<file path="src/rtl/proc_sequencer.sv">
// proc_sequencer: control unit for the 8-bit processor datapath.
//
// There are two modes:
//  - Manual: a user button press executes the instruction on sw_i once.
//  - Run: a run button press steps through program memory from address 0
//    up to PROG_LEN-1, then returns to idle.
//
// Each instruction is decoded into register-file, ALU and display control.
//
// Ports:
//   clk_i         system clock, all state on rising edge
//   clr_ni        asynchronous active-low reset
//   sw_i          manual instruction word
//   btn_i         raw buttons: [0] user (manual execute), [1] run
//   imem_addr_o   program ROM address (always the PC)
//   imem_data_i   ROM read data, valid one cycle after imem_addr_o
//   rf_rd_x_o     register-file read port A select (IR[5:4])
//   rf_rd_y_o     register-file read port B select (IR[3:2])
//   rf_wr_en_o    register write strobe, one cycle per writing instruction
//   rf_wr_addr_o  write destination (IR[5:4])
//   rf_wr_sel_o   write source: 00 imm, 01 R[Y], 10 ALU result
//   imm_o         immediate (IR[3:0]), zero-extended by the datapath
//   alu_funct_o   00 add, 01 sub, 10 and, 11 not (IR[1:0])
//   disp_en_o     latch R[X][3:0] into the LED register, one-cycle strobe
//   busy_o        high whenever the sequencer is not idle
module proc_sequencer #(
    parameter int unsigned PC_WIDTH    = 4,
    parameter int unsigned PROG_LEN    = 16,
    parameter int unsigned SYNC_STAGES = 2
) (
    input  logic                clk_i,
    input  logic                clr_ni,
    input  logic [7:0]          sw_i,
    input  logic [1:0]          btn_i,
    output logic [PC_WIDTH-1:0] imem_addr_o,
    input  logic [7:0]          imem_data_i,
    output logic [1:0]          rf_rd_x_o,
    output logic [1:0]          rf_rd_y_o,
    output logic                rf_wr_en_o,
    output logic [1:0]          rf_wr_addr_o,
    output logic [1:0]          rf_wr_sel_o,
    output logic [3:0]          imm_o,
    output logic [1:0]          alu_funct_o,
    output logic                disp_en_o,
    output logic                busy_o
);

    localparam logic [PC_WIDTH-1:0] LastPc = PC_WIDTH'(PROG_LEN - 1);
    localparam logic [1:0]          OpStore = 2'b01;
    localparam logic [1:0]          OpMove  = 2'b10;
    localparam logic [1:0]          OpAlu   = 2'b11;

    typedef enum logic [2:0] {
        StIdle,
        StManExec,
        StFetch,
        StLoadIr,
        StExec
    } state_e;

    // ------------------------------------------------------------------
    // Button synchronisers and rising-edge detectors
    // ------------------------------------------------------------------
    logic [1:0][SYNC_STAGES-1:0] sync_q;
    logic [SYNC_STAGES-1:0]      fill_q;   // marks when sync_q holds real samples
    logic [1:0]                  prev_q;
    logic [1:0]                  armed_q;
    logic [1:0]                  btn_lvl;
    logic [1:0]                  btn_pulse;
    logic                        sync_valid;

    always_comb begin
        sync_valid = fill_q[SYNC_STAGES-1];
        btn_lvl    = '0;
        btn_pulse  = '0;
        for (int b = 0; b < 2; b++) begin
            btn_lvl[b]   = sync_q[b][SYNC_STAGES-1];
            // Only a button first seen released after reset may produce a
            // pulse, so a press held through reset release is ignored.
            btn_pulse[b] = armed_q[b] & btn_lvl[b] & ~prev_q[b];
        end
    end

    always_ff @(posedge clk_i or negedge clr_ni) begin
        if (!clr_ni) begin
            sync_q  <= '0;
            fill_q  <= '0;
            prev_q  <= '0;
            armed_q <= '0;
        end else begin
            for (int b = 0; b < 2; b++) begin
                sync_q[b] <= {sync_q[b][SYNC_STAGES-2:0], btn_i[b]};
            end
            fill_q  <= {fill_q[SYNC_STAGES-2:0], 1'b1};
            prev_q  <= btn_lvl;
            armed_q <= armed_q | ({2{sync_valid}} & ~btn_lvl);
        end
    end

    logic user_pulse;
    logic run_pulse;

    assign user_pulse = btn_pulse[0];
    assign run_pulse  = btn_pulse[1];

    // ------------------------------------------------------------------
    // Sequencer FSM with registered strobes
    // ------------------------------------------------------------------
    state_e              state_q;
    logic [PC_WIDTH-1:0] pc_q;
    logic [7:0]          ir_q;
    logic                wr_en_q;
    logic                disp_en_q;
    logic                busy_q;

    // Strobes are registered on entry to an execute state, so they are
    // computed from the word about to be loaded into IR.
    always_ff @(posedge clk_i or negedge clr_ni) begin
        if (!clr_ni) begin
            state_q   <= StIdle;
            pc_q      <= '0;
            ir_q      <= '0;
            wr_en_q   <= 1'b0;
            disp_en_q <= 1'b0;
            busy_q    <= 1'b0;
        end else begin
            wr_en_q   <= 1'b0;
            disp_en_q <= 1'b0;
            case (state_q)
                StIdle: begin
                    if (run_pulse) begin
                        pc_q    <= '0;
                        state_q <= StFetch;
                        busy_q  <= 1'b1;
                    end else if (user_pulse) begin
                        ir_q      <= sw_i;
                        state_q   <= StManExec;
                        busy_q    <= 1'b1;
                        wr_en_q   <= (sw_i[7:6] != OpStore);
                        disp_en_q <= (sw_i[7:6] == OpStore);
                    end
                end
                StManExec: begin
                    state_q <= StIdle;
                    busy_q  <= 1'b0;
                end
                StFetch: begin
                    state_q <= StLoadIr;
                end
                StLoadIr: begin
                    ir_q      <= imem_data_i;
                    state_q   <= StExec;
                    wr_en_q   <= (imem_data_i[7:6] != OpStore);
                    disp_en_q <= (imem_data_i[7:6] == OpStore);
                end
                StExec: begin
                    if (pc_q == LastPc) begin
                        state_q <= StIdle;
                        busy_q  <= 1'b0;
                    end else begin
                        pc_q    <= pc_q + PC_WIDTH'(1);
                        state_q <= StFetch;
                    end
                end
                default: begin
                    state_q <= StIdle;
                    busy_q  <= 1'b0;
                end
            endcase
        end
    end

    // ------------------------------------------------------------------
    // Combinational decode from IR
    // ------------------------------------------------------------------
    always_comb begin
        rf_rd_x_o    = ir_q[5:4];
        rf_rd_y_o    = ir_q[3:2];
        rf_wr_addr_o = ir_q[5:4];
        imm_o        = ir_q[3:0];
        alu_funct_o  = ir_q[1:0];
        rf_wr_sel_o  = 2'b00;
        case (ir_q[7:6])
            OpMove:  rf_wr_sel_o = 2'b01;
            OpAlu:   rf_wr_sel_o = 2'b10;
            default: rf_wr_sel_o = 2'b00;
        endcase
    end

    assign imem_addr_o = pc_q;
    assign rf_wr_en_o  = wr_en_q;
    assign disp_en_o   = disp_en_q;
    assign busy_o      = busy_q;

endmodule
</file>
<file path="config.mk">
export PLATFORM = sky130hd
export DESIGN_NAME = proc_sequencer
export DESIGN_NICKNAME = d
export VERILOG_FILES = /design/src/rtl/proc_sequencer.sv
export SDC_FILE = /design/constraint.sdc
export NUM_CORES = 1
export LEC_CHECK = 0
export ABC_AREA = 1
export BUFFER_PORTS_ARGS = -buffer_cell sky130_fd_sc_hd__clkbuf_2
export CAP_MARGIN = 20
export CORE_UTILIZATION = 56
export CTS_BUF_LIST = sky130_fd_sc_hd__clkbuf_4
export DETAILED_ROUTE_END_ITERATION = 8
export PLACE_DENSITY = 0.86
export SKIP_CTS_REPAIR_TIMING = 1
export SLEW_MARGIN = 20
export SYNTH_ARGS = -nofsm -noshare
export SYNTH_HDL_FRONTEND = slang
export SYNTH_SLANG_ARGS = --single-unit
</file>
<file path="constraint.sdc">
create_clock -name clk_i -period 3 [get_ports clk_i]
set_input_delay 0.9 -clock clk_i [delete_from_list [all_inputs] [get_ports clk_i]]
set_output_delay 0.9 -clock clk_i [all_outputs]
set_load 0.01 [all_outputs]
</file>
### Word level (Yosys, flattened, before mapping)

Index checks and enable logic that the tools add are counted.

* add/subtract/negate cells: 1
* $mul: 0
* div/mod/pow operators: 0
* order comparisons: 0
* equality and inequality tests: 16
* shifts and indexed selects: 0
* multiplexer cells: 21
* bitwise gates (word level): 10
* reduce and logical (&&, ||, !) cells: 7

Operators by type and width (count)
* two-way mux 8 bit: 2
* one-hot mux 8 bit (2 select lines): 1
* one-hot mux 3 bit (4 select lines): 1
* inequality test 2 bit (second input constant): 5
* AND reduction 3 bit: 3
* two-way mux 4 bit: 2
* one-hot mux 4 bit (2 select lines): 1
* two-way mux 1 bit: 7
* == test 3 x 2 -> 1 bit (second input constant): 2
* two-way mux 3 bit: 2
* adder 4 x 1 -> 4 bit (second input constant): 1
* bitwise AND 1 bit: 4
* == test 2 x 1 -> 1 bit (second input constant): 2
* == test 2 bit (second input constant): 2
* == test 4 bit (second input constant): 1
* inequality test 2 x 1 -> 1 bit (second input constant): 2
* one-hot mux 1 bit (2 select lines): 2
* one-hot mux 2 bit (2 select lines): 1
* nonzero test 2 bit: 2
* == test 3 bit (second input constant): 1
* logical NOT 3 bit: 1
* inequality test 3 bit (second input constant): 1
* inverter 1 bit: 3
* one-hot mux 1 bit (3 select lines): 1
* other kinds (5): 5

* bits in registers: 28
* bits in latches: 0
* RAM bits: 0
* memory bits (read-only): 0
* input bits: 20
* output and inout port bits: 21
* logic and storage cells: 66
* memories: 0

### Logic depth before layout (Yosys ltp)

* depth in word-level cells: 5
* mapped depth: 9

### Worst setup path after synthesis

No wires, ideal clock.

* path type: reg2out
* from: register ir_q[6]
* to: output rf_wr_sel_o[0]
* data arrival time: 550 ps
* required time: 2100 ps
* setup slack: 1550 ps
* cell stages (with the launch flop): 2
* path buffers: 0
* cell sequence: dfrtp_1 -> nor2_1

* longest elaborated chain between the ends: 2
* elaborated cells on any way between the ends: 3
* classes of those cells: eq/ne (2); mux (1)

RTL lines
* from (decl): RTL line 111 `logic [7:0] ir_q;`
* from (signal assigned): RTL line 136 `ir_q <= sw_i;`
* from (signal assigned): RTL line 151 `ir_q <= imem_data_i;`
* == test 2 bit: RTL line 183 `case (ir_q[7:6])`
* one-hot mux 2 bit (2 select lines) *: RTL line 183
* to (decl): RTL line 41 `output logic [1:0] rf_wr_sel_o,`

Every way passes the cells marked *; elsewhere a longest branch is shown, timed or not.

### Final worst setup path

Same ends and word-level chain as after synthesis.

==> flow_metrics.env <==
export IMPL_syn_nets=177
export IMPL_htreeDepth=1
export IMPL_grt_setup_unrepaired="no"
export IMPL_grt_pass1_wl_um=4000
export IMPL_via_count=1058
export IMPL_vias_per_cell=4.97
export IMPL_cts_root_buffer="clkbuf_4"
export IMPL_ys_warnings_count=0
export IMPL_crit_start="ir_q[6]$_DFFE_PN0P_"
export IMPL_slew_limit_headroom=0.554
export IMPL_cp_required_ns=2.10
export IMPL_syn2layout_area_growth_pct=10.4
export IMPL_port_buffers=40
export IMPL_synth_edf_count=0
export IMPL_netlist_area_um2=1360
export IMPL_crit_type="flip-flop to output port"
export IMPL_synth_cell_type_count=24
export IMPL_endpoint_kind="output port"
export IMPL_clkSinkCount=28
export IMPL_cts_path_max_buffers=2
export IMPL_post_route_period_util=0.623
export IMPL_hold_path_class="flip-flop to flip-flop"
export IMPL_final_common_cell="nand2_1"
export IMPL_drv_cap=0
export IMPL_utilization=0.664
export IMPL_powerDensity_nw_per_um2=812
export IMPL_initial_utilization=0.601
export IMPL_yosysSeqAreaShare=0.517
export IMPL_cp_max_fo=3
export IMPL_final_net_count=208
export IMPL_die_y_um=51.2
export IMPL_dieArea_um2=2620
export IMPL_ir_drop_mv=0.489
export IMPL_layout_drive_gt1_share=0.335
export IMPL_rows=17
export IMPL_clock_skew_ns=0.00507
export IMPL_avgSynthCellArea_um2=8.69
export IMPL_synth_flop_cell="dfrtp_1"
export IMPL_die_x_um=51.2
export IMPL_period_minus_slack_ns=1.87
export IMPL_slew_viol_final=0
export IMPL_highest_layer="met4"
export IMPL_p_leak_nw=0.849
export IMPL_r2r_end="ir_q[3]$_DFFE_PN0P_"
export IMPL_hpwl_um=1750
export IMPL_cts_tree="done"
export IMPL_clkLatencyLatePin_ns=0.32
export IMPL_pwr_share_seq=0.453
export IMPL_drc=0
export IMPL_r2r_setup_slack_ns=1.66
export IMPL_num_io_pins=41
export IMPL_ys_seq_elements=28
export IMPL_dr_wl_met3_um=116
export IMPL_swShare=0.408
export IMPL_wire_per_inst_um=10.9
export IMPL_cell_internal_pwr_uw=720
export IMPL_ant_nets=0
export IMPL_clkPwrFrac=0.120
export IMPL_cts_buffers=3
export IMPL_reg2reg_from="state_q[2]$_DFFE_PN0P_"
export IMPL_grt_pass1_vias=971
export IMPL_core_um2=2250
export IMPL_setup_viol=0
export IMPL_crit_arrival_ns=0.97
export IMPL_grt_max_degree=29
export IMPL_combinationalPowerShare=0.427
export IMPL_max_freq_mhz=535
export IMPL_diodes=0
export IMPL_drt_initial_drc_count=22
export IMPL_drt_met1_wl_um=1010
export IMPL_reg2reg_depth=8
export IMPL_finalWeightedCongestion=0.772
export IMPL_dr_pass1_iters=4
export IMPL_finalSetupTns_ns=0
export IMPL_synthCells=156
export IMPL_crit_path_end="rf_wr_sel_o[0]"
export IMPL_outcome="complete, no violations"
export IMPL_antenna_found_initial=0
export IMPL_grt_overflow_total=0
export IMPL_nFillCells=195
export IMPL_final_cell_mix="52 x nand2_1, 40 x clkbuf_2, 28 x dfrtp_1"
export IMPL_finalHoldViolations=0
export IMPL_worstMarginPinSlew_ns=0.669
export IMPL_p_sw_uw=496
export IMPL_async_reset_ff_frac=1.00
export IMPL_wl_met2_um=1170
export IMPL_gr_usage_all_layers=0.210
export IMPL_start_kind="flip-flop"
export IMPL_clk_pin_slew_ns=0.13
export IMPL_drt_wl_total_um=2330
worst max-delay path: stages (launching register included):
cell	delay (ns)
dfrtp_1	0.42
nor2_1	0.11
clkbuf_2	0.13
layer usage:
| metal | up-vias | global-route usage |
|---|---|---|
| li1 | 536 | - |
| met1 | 483 | 0.239 |
| met2 | 34 | 0.368 |
| met3 | 5 | 0.0417 |
| met4 | 0 | 0.111 |
| met5 | - | 0 |
synthesized netlist by cell type, types with 2 or more instances:
library cell  count  area (um2)
o21ai_0           2        10.0
nor2_1            7        26.3
a21oi_1           2        10.0
nand2_1          52         195
buf_4            12        90.1
nand2_2           6        37.5
o21bai_1          2        15.0
inv_1             9        33.8
dfrtp_1          28         701
inv_2             3        11.3
nand3_1          13        65.1
o21ai_1           4        20.0
nor2_2            5        31.3
worst min path at each step:
stage | start | depth (start not counted) | endpoint
2_1_floorplan | sync_q[0]$_DFF_PN0_ | 0 | btn_lvl[0]$_DFF_PN0_
3_3_place_gp | sync_q[2]$_DFF_PN0_ | 0 | btn_lvl[1]$_DFF_PN0_
3_5_place_dp | sync_q[2]$_DFF_PN0_ | 0 | btn_lvl[1]$_DFF_PN0_
4_1_cts | sync_q[2]$_DFF_PN0_ | 0 | btn_lvl[1]$_DFF_PN0_
5_1_grt | sync_q[2]$_DFF_PN0_ | 0 | btn_lvl[1]$_DFF_PN0_
6_report | sync_q[2]$_DFF_PN0_ | 0 | btn_lvl[1]$_DFF_PN0_
sequential cells by signal, summed over array words and instances, names as in the netlist:
signal and flops:
armed_q 2, sync_q 2, rf_wr_en_o 1, fill_q 2, state_q 3, prev_q 2, btn_lvl 2, busy_o 1
imem_addr_o 4, disp_en_o 1, ir_q 8
through the flow:
| step | cells | area, um2 | setup slack, ns | hold slack (ns) | power (mW) |
|---|---|---|---|---|---|
| 6_report | 213 | 1500 | 1.13 | 0.363 | 1.22 |
| 3_3_place_gp | 210 | 1470 | 1.50 | 0.336 | 1.06 |
| 4_1_cts | 213 | 1500 | 1.11 | 0.367 | 1.23 |
| 5_1_grt | 213 | 1500 | 1.06 | 0.382 | 1.32 |
| 3_5_place_dp | 210 | 1470 | 1.49 | 0.337 | 1.08 |
| 2_1_floorplan | 156 | 1360 | 1.55 | 0.331 | 1.02 |
kinds of logic after synthesis:
logic type,share of synthesized area
and+or+nand+nor,0.301
adders and majority gates,0.00923
DFF,0.517
other,0.00277
AOI/OAI and AO/OA,0.0462
buffers and inverters,0.124
power by group through the flow:
stage	combinational (mW)	clock, mW	sequential [mW]
after floorplan	0.458	0	0.557
after global placement	0.507	0	0.551
after detailed placement	0.523	0	0.561
after CTS	0.525	0.151	0.552
after global routing	0.591	0.161	0.567
final	0.519	0.146	0.550
final cells by class:
cell class | instances | area (um2) | area share
clock buffers | 3 | 22.5 | 0.0151
flip-flops and latches | 28 | 701 | 0.468
inverters | 13 | 51.3 | 0.0343
multi-input cells | 101 | 487 | 0.325
well taps | 28 | 35.0 | 0.0234
repair buffers | 40 | 200 | 0.134
Note: power is estimated with default switching activity, not from simulation.
